### src/rtl/xnor_correlator.sv
// Serial pattern correlator: shifts a bit stream into a WIDTH-bit window, scores it against
// a pattern by XNOR-popcount and flags/counts matches. Optional X/Z input check: XNOR_CORR_XCHECK_EN.
module xnor_correlator #(
  parameter  int WIDTH = 8,
  parameter  int CNTW  = 16,
  localparam int SW    = $clog2(WIDTH + 1)
) (
  input  logic            clk,
  input  logic            rst,
  input  logic            clr,
  input  logic            din_valid,
  input  logic            din,
  input  logic [WIDTH-1:0] pattern,
  input  logic [SW-1:0]   threshold,
  output logic            score_vld,
  output logic [SW-1:0]   score,
  output logic            match,
  output logic [CNTW-1:0] match_cnt,
  output logic            err_xz
);

  // Handshake: din is consumed on every rising edge where din_valid=1 and clr=0; there is
  // no backpressure. score_vld is a one-cycle strobe qualifying score and match.

  typedef enum logic {FILL = 1'b0, RUN = 1'b1} state_t;

  state_t           state_q, state_d;
  logic [WIDTH-1:0] win;
  logic [SW-1:0]    fill;
  logic             v1;
  logic             accept;
  logic             v1_d;
  logic [SW-1:0]    agree;
  logic             hit;

`ifdef XNOR_CORR_XCHECK_EN
  logic din_bad;

  // A sample carrying X/Z is dropped rather than shifted into the window.
  assign din_bad = din_valid && (din !== 1'b0) && (din !== 1'b1);
  assign accept  = din_valid && !din_bad;

  always_ff @(posedge clk or posedge rst) begin
    if (rst) begin
      err_xz <= 1'b0;
    end else if (clr) begin
      err_xz <= 1'b0;
    end else if (din_bad) begin
      err_xz <= 1'b1;
    end
  end
`else
  assign accept = din_valid;
  assign err_xz = 1'b0;
`endif

  function automatic logic [SW-1:0] popcount(input logic [WIDTH-1:0] v);
    logic [SW-1:0] c;
    c = '0;
    for (int i = 0; i < WIDTH; i++) begin
      c = c + SW'(v[i]);
    end
    return c;
  endfunction

  assign agree = popcount(~(win ^ pattern));
  assign hit   = (agree >= threshold);

  // A window is complete once the accepted sample brings fill to WIDTH.
  always_comb begin
    state_d = state_q;
    v1_d    = 1'b0;
    if (clr) begin
      state_d = FILL;
    end else begin
      case (state_q)
        FILL: begin
          if (accept && (fill == SW'(WIDTH - 1))) begin
            state_d = RUN;
            v1_d    = 1'b1;
          end
        end
        RUN: begin
          v1_d = accept;
        end
        default: state_d = FILL;
      endcase
    end
  end

  always_ff @(posedge clk or posedge rst) begin
    if (rst) begin
      state_q <= FILL;
    end else begin
      state_q <= state_d;
    end
  end

  always_ff @(posedge clk or posedge rst) begin
    if (rst) begin
      win  <= '0;
      fill <= '0;
      v1   <= 1'b0;
    end else if (clr) begin
      win  <= '0;
      fill <= '0;
      v1   <= 1'b0;
    end else begin
      v1 <= v1_d;
      if (accept) begin
        win <= {win[WIDTH-2:0], din};
        if (fill != SW'(WIDTH)) begin
          fill <= fill + SW'(1);
        end
      end
    end
  end

  // Stage 2: pattern and threshold are used as presented in the cycle v1 is high.
  always_ff @(posedge clk or posedge rst) begin
    if (rst) begin
      score_vld <= 1'b0;
      score     <= '0;
      match     <= 1'b0;
      match_cnt <= '0;
    end else if (clr) begin
      score_vld <= 1'b0;
      score     <= '0;
      match     <= 1'b0;
      match_cnt <= '0;
    end else begin
      score_vld <= v1;
      if (v1) begin
        score <= agree;
        match <= hit;
        if (hit && (match_cnt != '1)) begin
          match_cnt <= match_cnt + CNTW'(1);
        end
      end
    end
  end

endmodule

### config.mk
export PLATFORM = sky130hd
export DESIGN_NAME = xnor_correlator
export DESIGN_NICKNAME = d
export VERILOG_FILES = /design/src/rtl/xnor_correlator.sv
export SDC_FILE = /design/constraint.sdc
export NUM_CORES = 1
export LEC_CHECK = 0
export CAP_MARGIN = 25
export CORE_MARGIN = 4
export CORE_UTILIZATION = 35
export DETAILED_ROUTE_END_ITERATION = 16
export PLACE_DENSITY = 0.67
export SKIP_CTS_REPAIR_TIMING = 1
export SLEW_MARGIN = 20
export SYNTH_ARGS = -nofsm -noshare
export SYNTH_HDL_FRONTEND = slang
export SYNTH_SLANG_ARGS = --single-unit
### constraint.sdc
create_clock -name clk -period 11.86 [get_ports clk]
set_input_delay 1.779 -clock clk [delete_from_list [all_inputs] [get_ports clk]]
set_output_delay 1.779 -clock clk [all_outputs]
set_load 0.05 [all_outputs]
==> impl_metrics.ini, run 1 <==
[outcome]
status = finished, final reports clean

[final_layout]
layout-drive-gt1-share_pct = 6.37
final_util_pct = 45.5
final_area_um2 = 2700
layout_commonest_cell = clkdlybuf4s50_1
mostFrequentLayoutCells = 38 x clkdlybuf4s50_1, 36 x dfrtp_1, 25 x nor2_1, 19 x inv_1, 13 x mux2i_1
fin_nets = 281
syn_to_final_growth_pct = 25.9
n_antenna_cell = 0

[critical_path]
cp-end-kind = register
worst_ep_required_time_ns = 12.07
reg2reg_slack_ns = 7.27
start_kind = input pin
path_max_fanout = 10
critPathKind = in2reg
critPathArrivalTime_ns = 6.33

[sta]
rsz0062_at_grt = false
fin_crit_sh_pct = 51.6
setup_viol = 0
max_freq_mhz = 163
tightest_slew_ns = 0.567
setup_tns_ns = 0
relSlewSlack_pct = 62.1
finalMaxSlewViolations = 0
final_hold_viol_count = 0
skew_ns = 0.00441
period_needed_ns = 6.12
fin_hold_ws_ns = 0.498
worst_slack_ns = 5.74

[power]
peakVddDrop_mv = 0.0625
power.leakage_uw = 0.00120
power.density_nw_per_um2 = 110

[die]
core_area_um2 = 5920
initial_core_util_pct = 36.2
die_h_um = 86.2
die-area_um2 = 7440
die_w_um = 86.2
ios = 40
std_cell_rows = 28

[logic_synthesis]
synthMuxAreaShare_pct = 8.18
syn_nets = 242
postSynthAreaPerCell_um2 = 10.2
syn_area_um2 = 2140
synthCells = 211
synth-adder-area-share_pct = 9.58
synth_top_family_by_area = simple AND/OR/NAND/NOR gates
yosysUniqueCellTypes = 45
ys_warn_count = 0
synth_compound_area_share_pct = 10.5
yosysTopAreaCell = dfrtp_1
yosys.area_share.simple_pct = 18.9
synth_top_area_share_pct = 42.1
yosys.area_share.xor_xnor_pct = 5.32
synth_seq_cells = 36
ys_seq_area_share_pct = 42.1
yosys-top-cells-area = dfrtp_1 42%, mux2i_1 6.1%, ha_1 5.8%

[cts]
cts_root_buf = clkbuf_8
clk_latency_ns = 0.29
cts_tree = built
clock-sinks = 36
h-tree-depth = 2
clockBufferDepth = 2
clk_pin_slew_ns = 0.07
cts_buffers = 5

[route]
antenna_left = 0
met2_length_um = 2080
wl_per_cell_um = 13.0
wl_met3_um = 166
initialDrtViolationCount = 80
num_vias = 1633
wl_met1_um = 1940
top_layer = met4
wl_um = 4220
drt_first_pass_iters = 4
viasPerCell = 5.01
route.detailed.drc = 0

[global_route]
grt_overflow = 0
antenna_found_initial = 0
grt_first_pass_wirelength_um = 7560
grt_pass1_vias = 1635
grt_usage_pct = 12.7
grt_max_degree = 41

[placed_design]
dpl-instance-area_um2 = 2590
dp_slack_ns = 5.42
gp_congestion = 0.779
io_buffers = 38
dp_hpwl_um = 3050

[hold_path]
hold_path_class = reg2reg

[job]
drv_cap = 0
==> per-layer routing <==
metal / vias up / global-route usage, %
li1: 805 / -
met1: 795 / 16.3
met2: 28 / 21.3
met3: 5 / 3.52
met4: 0 / 2.97
met5: - / 0
==> metrics by stage <==
step           instances  power, µW
2_1_floorplan        211        178
3_5_place_dp         318        194
3_3_place_gp         318        192
5_1_grt              326        316
6_report             326        298
4_1_cts              326        303
==> kinds of logic after synthesis <==
group	count (synthesis)
xor gates and xnor gates	13
adders and majority gates	14
other	1
buffers and inverters	27
muxes	17
DFF	36
AOI/OAI and AO/OA	30
and+or+nand+nor	73
==> final cells by class <==
class,count,area [µm²]
Clock inverter,2,35.0
Tap cell,75,93.8
Timing Repair Buffer,40,395
Multi-Input combinational cell,148,1130
Sequential cell,36,901
Fill cell,584,3220
Inverter,19,71.3
Clock buffer,6,72.6
==> cell usage after synthesis (all sizes together) <==
library cell  instances
a21o                  1
or4                   3
a2111oi               1
mux2i                13
dfrtp                36
a31o                  2
nand2                 7
fa                    4
a211oi                1
clkbuf                3
nor2b                 7
nor4b                 1
buf                   5
conb                  1
a31oi                 3
nor2                 25
nand4                 3
inv                  19
and4                  4
nand3                 9
xor2                  5
nand2b                2
mux2                  4
or2                   1
o31ai                 3
a41o                  1
a311oi                2
o21ai                 5
nor3b                 1
ha                   10
o21a                  1
xnor2                 8
nor3                  2
a21oi                10
and3                  5
and2                  2
or3                   1
==> flip-flops by register name, summed over array words and instances (netlist names) <==
| signal | cells |
|---|---|
| win | 8 |
| state_q | 1 |
| score_vld | 1 |
| score | 4 |
| match | 1 |
| v1 | 1 |
| fill | 4 |
| match_cnt | 16 |
==> critical path: stages <==
cell and delay, ns:
clkdlybuf4s50_1 0.47, xor2_1 0.19, fa_1 0.46, fa_1 0.54
inv_1 0.06, fa_1 0.53, ha_1 0.16, inv_1 0.05
fa_1 0.37, xnor2_1 0.19, ha_1 0.26, o21a_2 0.16
o21ai_4 0.08, or2_1 0.34, or4_1 0.53, a21oi_1 0.15
==> path summary, 6_finish.rpt <==
check	start	endpoint	cells past startpoint
max in group asynchronous	rst	match_cnt[13]	3
min in group asynchronous	rst	fill[3]	3
setup reg to reg	win[0]	match_cnt[6]	15
hold / removal	state_q	state_q	1
hold reg to reg	state_q	state_q	1
setup / recovery	pattern[1]	match_cnt[6]	16
==> power by group <==
part / total [µW] / internal [µW] / switching [µW]
registers: 125 / 124 / 1.05
logic: 66.2 / 29.8 / 36.4
clock network: 107 / 62.4 / 44.1
Power figures use the tool's default switching activity.
==> run 2, diff against run 1 <==
clock period = 6.3 ns   (was 11.86 ns; I/O delays follow)
==> impl_metrics.ini, run 2 (synthesis results as in run 1) <==
[cts]
clock-sinks = 36
cts_root_buf = clkbuf_8
cts_tree = built
h-tree-depth = 2
clk_pin_slew_ns = 0.07
clk_latency_ns = 0.28
cts_buffers = 5
clockBufferDepth = 2

[route]
num_vias = 1620
initialDrtViolationCount = 60
wl_per_cell_um = 12.9
route.detailed.drc = 0
wl_um = 4210
drt_first_pass_iters = 4
viasPerCell = 4.97
antenna_left = 0

[power]
internal-power_uw = 406
power_switching_uw = 152
combinationalPowerShare_pct = 22.2
power.density_nw_per_um2 = 207
clock_power_share_pct = 35.7
swShare_pct = 27.3
power.leakage_uw = 0.00120
power_frac_seq_pct = 42.1
peakVddDrop_mv = 0.0731

[final_layout]
syn_to_final_growth_pct = 25.9
n_antenna_cell = 0
fill_cells = 581
largest_register_ffs = 16
mostFrequentLayoutCells = 38 x clkdlybuf4s50_1, 36 x dfrtp_1, 25 x nor2_1, 19 x inv_1, 13 x mux2i_1
layout_commonest_cell = clkdlybuf4s50_1
layout-drive-gt1-share_pct = 6.37
final_util_pct = 45.5
largestRegisters = match_cnt (16), win (8)
fin_nets = 281
regMostFlops = match_cnt

[outcome]
status = finished, final reports clean

[critical_path]
reg2reg_slack_ns = 1.72
cp-end-kind = register
rr_startpoint = win[0]
reg2reg_to = match_cnt[4]
cp_common_cell = fa_1
cpMaxStageDelayCell = fa_1
slowest_delay_ns = 0.54
critPathArrivalTime_ns = 5.49
path_max_fanout = 10
critPathKind = in2reg
path_buf_inv = 3
worst_ep_required_time_ns = 6.51
reg2regPathDepth = 15
start_kind = input pin
cp_top_family = adder cells
crit_path_cell_trace = clkdlybuf4s50_1, xor2_1, fa_1, fa_1, inv_1, fa_1, ha_1, inv_1, fa_1, xnor2_1, ha_1, o21a_2, o21ai_4, or2_1, or4_1, a21oi_1

[die]
initial_core_util_pct = 36.2
core_area_um2 = 5920
die-area_um2 = 7440
std_cell_rows = 28
die_h_um = 86.2
ios = 40
die_w_um = 86.2

[sta]
max_freq_mhz = 189
relSlewSlack_pct = 62.3
setup_viol = 0
final_hold_viol_count = 0
tightest_slew_ns = 0.564
rsz0062_at_grt = false
fin_crit_sh_pct = 83.8
skew_ns = 0.00454
finalMaxSlewViolations = 0
setup_tns_ns = 0
period_needed_ns = 5.28

[global_route]
grt_usage_pct = 12.4
antenna_found_initial = 0
grt_overflow = 0
grt_max_degree = 41
grt_pass1_vias = 1588
grt_first_pass_wirelength_um = 7450

[placed_design]
gp_congestion = 0.779
dp_hpwl_um = 3050
io_buffers = 38

[hold_path]
min_from = state_q
whs_path_depth = 1
hold_path_class = reg2reg
holdPathEnd = state_q

[job]
drv_cap = 0
run 2: cell counts in the layout (fill, tap and decap cells not counted):
Identical to the previous run, type by type.
run 2: worst max-delay path by stage:
stage / from / to / slack (ns) / cells after the start
floorplan: pattern[0] / match_cnt[3] / 1.34 / 16
global placement: pattern[1] / match_cnt[6] / 0.78 / 16
detailed placement: pattern[1] / match_cnt[6] / 0.69 / 16
CTS: pattern[1] / match_cnt[4] / 1.0 / 16
global route: pattern[1] / match_cnt[3] / 0.80 / 16
finish: pattern[1] / match_cnt[4] / 1.02 / 16
run 2: through the flow:
step	instance area, µm²	std cells	setup slack, ns	hold WS, ns	total power, µW
after floorplan	2140	211	1.34	0.454	336
after global placement	2590	318	0.778	0.474	362
after detailed placement	2590	318	0.694	0.481	365
after CTS	2700	326	0.998	0.498	571
after global routing	2700	326	0.803	0.549	596
final	2700	326	1.02	0.494	559
run 2: power groups by stage:
stage	registers (µW)	clock network, µW	logic [µW]
floorplan	239	0	96.3
global placement	240	0	122
detailed placement	240	0	125
CTS	235	207	128
global route	235	218	142
finish	235	199	124
run 2: layer usage:
metal  up-vias  wire (µm)  share of wire, %  global-route usage, %
li1        806          -                 -                      -
met1       783       1880                45                   15.7
met2        29       2150                51                   21.0
met3         2        167               4.0                   3.61
met4         0         15              0.36                   2.97
met5         -          0                 0                      0
run 2: area by class of cell:
| type | instances | area (µm²) | share of cell area, % |
|---|---|---|---|
| clock inverters | 2 | 35.0 | 1.30 |
| clock buffers | 6 | 72.6 | 2.69 |
| multi-input cells | 148 | 1130 | 41.8 |
| repair buffers | 40 | 395 | 14.7 |
| flip-flops and latches | 36 | 901 | 33.4 |
| inverters | 19 | 71.3 | 2.65 |
| well taps | 75 | 93.8 | 3.48 |
